[src/rtl/rr_arbiter_2to1_if.sv]
// rr_arbiter_2to1_if: handshake and data bundle between the two producers,
// the round-robin arbiter and the downstream consumer / 2:1 mux.
// The master modport is the environment side (producers plus consumer).
// The slave modport is the arbiter side.
interface rr_arbiter_2to1_if #(
  parameter int WIDTH = 8
);
  logic [1:0]       req_valid;
  logic [WIDTH-1:0] req_data0;
  logic [WIDTH-1:0] req_data1;
  logic [1:0]       req_ready;
  logic             out_valid;
  logic [WIDTH-1:0] out_data;
  logic             out_ready;
  logic             sel;
  logic             busy;

  modport master (
    output req_valid, req_data0, req_data1, out_ready,
    input  req_ready, out_valid, out_data, sel, busy
  );

  modport slave (
    input  req_valid, req_data0, req_data1, out_ready,
    output req_ready, out_valid, out_data, sel, busy
  );
endinterface

[src/rtl/rr_arbiter_2to1.sv]
// rr_arbiter_2to1: two-requester round-robin arbiter with a one-entry
// registered output buffer and a registered mux select (sel).
// Optional feature macro: RR_ARBITER_2TO1_STATS_EN adds saturating 16-bit
// per-requester accept counters on grant_cnt0 / grant_cnt1.
module rr_arbiter_2to1 #(
  parameter int WIDTH = 8
) (
  input  logic                 clk,
  input  logic                 rst_n,
  rr_arbiter_2to1_if.slave     bus
`ifdef RR_ARBITER_2TO1_STATS_EN
  ,
  output logic [15:0]          grant_cnt0,
  output logic [15:0]          grant_cnt1
`endif
);

  localparam logic [0:0] ST_EMPTY = 1'b0;
  localparam logic [0:0] ST_FULL  = 1'b1;

  logic [0:0]       state_reg;
  logic [WIDTH-1:0] data_reg;
  logic             sel_reg;
  logic             last_reg;

  logic             can_accept;
  logic             any_valid;
  logic             grant_idx;
  logic             accept;
  logic [WIDTH-1:0] grant_data;

  // Grant selection: tie goes to the requester that did not win last time.
  always_comb begin
    can_accept = (state_reg == ST_EMPTY) || bus.out_ready;
    any_valid  = |bus.req_valid;
    if (&bus.req_valid) begin
      grant_idx = ~last_reg;
    end else begin
      grant_idx = bus.req_valid[1];
    end
    // rst_n gates the accept so nothing is handshaken during a reset cycle.
    accept     = any_valid && can_accept && rst_n;
    grant_data = grant_idx ? bus.req_data1 : bus.req_data0;
    bus.req_ready = 2'b00;
    bus.req_ready[grant_idx] = accept;
  end

  // Buffer, select and priority pointer; drain without accept only empties.
  always_ff @(posedge clk) begin
    if (!rst_n) begin
      state_reg <= ST_EMPTY;
      data_reg  <= '0;
      sel_reg   <= 1'b0;
      last_reg  <= 1'b1;
    end else if (accept) begin
      state_reg <= ST_FULL;
      data_reg  <= grant_data;
      sel_reg   <= grant_idx;
      last_reg  <= grant_idx;
    end else if ((state_reg == ST_FULL) && bus.out_ready) begin
      state_reg <= ST_EMPTY;
    end
  end

  assign bus.out_valid = (state_reg == ST_FULL);
  assign bus.busy      = (state_reg == ST_FULL);
  assign bus.out_data  = data_reg;
  assign bus.sel       = sel_reg;

`ifdef RR_ARBITER_2TO1_STATS_EN
  logic [15:0] cnt_reg [2];

  generate
    for (genvar gi = 0; gi < 2; gi++) begin : g_cnt
      // Count accepts for requester gi, sticking at all-ones.
      always_ff @(posedge clk) begin
        if (!rst_n) begin
          cnt_reg[gi] <= '0;
        end else if (accept && (grant_idx == gi[0]) && (cnt_reg[gi] != 16'hFFFF)) begin
          cnt_reg[gi] <= cnt_reg[gi] + 16'd1;
        end
      end
    end
  endgenerate

  assign grant_cnt0 = cnt_reg[0];
  assign grant_cnt1 = cnt_reg[1];
`endif

endmodule

[src/flat_wrapper.sv]
// flat-port wrapper written by rule: the top's interface ports become plain ports
module rr_arbiter_2to1_flat 
#(
  parameter int WIDTH = 8
)
  (clk, rst_n, bus_req_valid, bus_req_data0, bus_req_data1, bus_out_ready, bus_req_ready, bus_out_valid, bus_out_data, bus_sel, bus_busy);
  rr_arbiter_2to1_if #(.WIDTH(WIDTH)) bus_i ();
  input  logic clk;
  input  logic rst_n;
  input wire logic [$bits(bus_i.req_valid)-1:0] bus_req_valid;
  input wire logic [$bits(bus_i.req_data0)-1:0] bus_req_data0;
  input wire logic [$bits(bus_i.req_data1)-1:0] bus_req_data1;
  input wire logic [$bits(bus_i.out_ready)-1:0] bus_out_ready;
  output wire logic [$bits(bus_i.req_ready)-1:0] bus_req_ready;
  output wire logic [$bits(bus_i.out_valid)-1:0] bus_out_valid;
  output wire logic [$bits(bus_i.out_data)-1:0] bus_out_data;
  output wire logic [$bits(bus_i.sel)-1:0] bus_sel;
  output wire logic [$bits(bus_i.busy)-1:0] bus_busy;
  assign bus_i.req_valid = bus_req_valid;
  assign bus_i.req_data0 = bus_req_data0;
  assign bus_i.req_data1 = bus_req_data1;
  assign bus_i.out_ready = bus_out_ready;
  assign bus_req_ready = bus_i.req_ready;
  assign bus_out_valid = bus_i.out_valid;
  assign bus_out_data = bus_i.out_data;
  assign bus_sel = bus_i.sel;
  assign bus_busy = bus_i.busy;
  rr_arbiter_2to1 #(.WIDTH(WIDTH)) u_core (.clk(clk), .rst_n(rst_n), .bus(bus_i));
endmodule
[config.mk]
export PLATFORM = sky130hd
export DESIGN_NAME = rr_arbiter_2to1_flat
export DESIGN_NICKNAME = d
export VERILOG_FILES = /design/src/rtl/rr_arbiter_2to1_if.sv /design/src/rtl/rr_arbiter_2to1.sv /design/src/flat_wrapper.sv
export SDC_FILE = /design/constraint.sdc
export NUM_CORES = 1
export LEC_CHECK = 0
export ABC_CLOCK_PERIOD_IN_PS = 1100
export CORE_MARGIN = 4
export CORE_UTILIZATION = 32
export CTS_CLUSTER_DIAMETER = 200
export DETAILED_ROUTE_END_ITERATION = 12
export GPL_TIMING_DRIVEN = 0
export PLACE_DENSITY = 0.79
export SLEW_MARGIN = 40
export SYNTH_ARGS = -nofsm -noshare
export SYNTH_HDL_FRONTEND = slang
export SYNTH_SLANG_ARGS = --single-unit
[constraint.sdc]
create_clock -name clk -period 1.1 [get_ports clk]
set_input_delay 0.22 -clock clk [delete_from_list [all_inputs] [get_ports clk]]
set_output_delay 0.22 -clock clk [all_outputs]
set_load 0.02 [all_outputs]
==> impl_metrics.toml <==
[layout]
num-nets-final = 121
largest_register_ffs = 8
n_fill_cell = 137
regArea_um2 = 223
multiInputGateArea_um2 = 344
syn2layout_area_growth_pct = 79.7
n_antenna_cell = 0
drive_above_1_share = 0.414

[clocking]
path_clk_slew_ps = 70
cts_tree = "built"
htree_num_levels = 1
cts_buffers = 3
clkSinkCount = 11
clock-root-buffer = "clkbuf_4"
clock_path_buffers = 2
worstSkewPairLatency_ps = 280

[yosys]
post-synth-top-area-cell = "dfxtp_1"
synth_area_um2 = 562
synth_area_leaders = "dfxtp_1, mux2i_1, a211oi_1, a31oi_1, buf_12"
yosysWarningCount = 0
yosysMostFrequentCell = "dfxtp_1"
synthArstFlopShare = 0
synth_top_area_frac = 0.392
synth-seq-cells = 11
ys_types = 21
syn_inst = 56
synth_edf_count = 0
ys_seq_area_frac = 0.392
ys.flop_type = "dfxtp_1"
syn_nets = 77
avgSynthCellArea_um2 = 10.0
yosys-top-cells-count = "dfxtp_1, mux2i_1, a211oi_1, a31oi_1"

[floorplan]
die_area_um2 = 2490
io_pins = 34
design.core.area_um2 = 1580
rows = 14
fp.dieH_um = 49.9
start_util = 0.356
dieWidth_um = 49.9

[timing]
fin_crit_sh = 1.26
finalHoldViolCount = 0
relSlewSlack = 0.668
setup-tns-final_ps = -1010
skew_ps = 3.44
min_period_ps = 1390
tightest_slew_ps = 499
worst_slack_ps = -286
fmax_ghz = 0.722
slew_violations = 0
finalSetupViolCount = 11
rsz0062_at_grt = "yes"

[global_route]
grtUsageTotal = 0.150
grt_pass1_wl_mm = 2.75
overflow = 0
grt_pass1_vias = 580
grt_antenna_before_repair = 0
grt_max_degree = 11

[status]
status = "finished with violations"
violations = "negative setup slack"

[job]
cap_violations = 0

[worst_setup_path]
r2r_end = "u_core.bus.out_data[3]$_SDFFE_PN0P_"
start_kind = "flip-flop"
arrival_ps = 1170
r2r-start = "u_core.last_reg$_SDFFE_PN1P_"
cp.required_ps = 880
startpoint = "u_core.bus.busy$_SDFFE_PN0P_"
r2r_setup_slack_ps = -70
criticalPathCategory = "reg -> out"
cp-end-kind = "output pin"
reg2reg_depth = 5
crit_fanout = 3

[min_path]
holdPathEnd = "u_core.last_reg$_SDFFE_PN1P_"
min-delay-start = "rst_n"
hold_depth = 2
hold_path_class = "in -> reg"

[placed_design]
port_buffers = 32
post-dp-hpwl_mm = 1.15
dp_slack_ps = -1140
gp_congestion = 0.761

[drt]
routedWlPerCell_um = 15.4
wirelength_mm = 1.77
drtAntennaViolNets = 0
num_vias = 598
detail_route.vias_per_cell = 5.20
first_pass_iters = 4
drt_iter0_drc = 14
drc = 0

[power_and_ir_drop]
power_leakage_uw = 0.000423
p_per_area_nw_per_um2 = 1110
max-vdd-ir-drop_v = 0.000676
[layout make-up]
| type | instances | area share |
|---|---|---|
| buffer | 6 | 0.0520 |
| clock buffer | 4 | 0.0260 |
| inverter | 1 | 0.00372 |
| multi-input combinational | 38 | 0.341 |
| sequential | 11 | 0.221 |
| tap | 16 | 0.0198 |
| timing repair buffer | 39 | 0.337 |
[stage by stage]
stage	cell area (µm²)	util	std cells	hold WS (ps)	power, µW
2_1_floorplan	587	-	56	452	648
3_3_place_gp	927	0.588	104	468	808
3_5_place_dp	927	0.588	104	481	816
4_1_cts	1030	0.651	115	199	1120
5_1_grt	1010	0.640	115	220	1170
6_report	1010	0.640	115	206	1120
[power breakdown]
group	total [µW]	switching (µW)	internal [µW]
Clock	280	139	141
Combinational	385	179	206
Sequential	451	18.2	433
[how the worst max path moves through the flow]
stage | to | cells after the start | slack [ps]
after detailed placement | bus_req_ready[1] | 5 | -1140
after global routing | bus_req_ready[1] | 4 | -340
final | bus_req_ready[1] | 4 | -290
after floorplan | bus_req_ready[1] | 3 | -120
after CTS | bus_req_ready[0] | 3 | -280
after global placement | bus_req_ready[1] | 5 | -1120
[cell usage in the layout, fill, tap and decap left out, types with 2 or more instances in the layout]
master	count
dfxtp_1	9
a211oi_1	6
buf_4	7
buf_8	2
buf_6	4
dlygate4sd2_1	3
o21ai_0	2
buf_2	11
mux2i_1	6
clkbuf_4	3
a21oi_1	2
mux2i_2	2
clkdlybuf4s50_1	16
a31oi_1	7
dfxtp_2	2
[metal layers]
layer	global-route usage	part of all wire	up-vias
li1	-	-	299
met1	0.154	0.37	270
met2	0.278	0.54	27
met3	0.0572	0.083	2
met4	0.0461	0.0085	0
met5	0	0	-
[critical path, stage by stage (launching register included)]
cell and delay (ps):
dfxtp_2 320, nor2b_4 140, nor3_4 150, and2_4 170
buf_6 110
[what timing repair did]
item | in CTS | in global routing
resized for setup | 65 | 12
hold endpoints to repair | 0 | 0
buffers inserted | 7 | 2
hold buffers | 0 | 0
endpoints found under the setup margin | 24 | 20
pin swaps | 2 | 2
[cells by family after synthesis]
family,after synthesis,share of synthesized area
DFF,11,0.392
buffers and inverters,7,0.0891
AOI/OAI and AO/OA,21,0.265
and+or+nand+nor,9,0.111
muxes,8,0.143
Power figures use the tool's default switching activity.
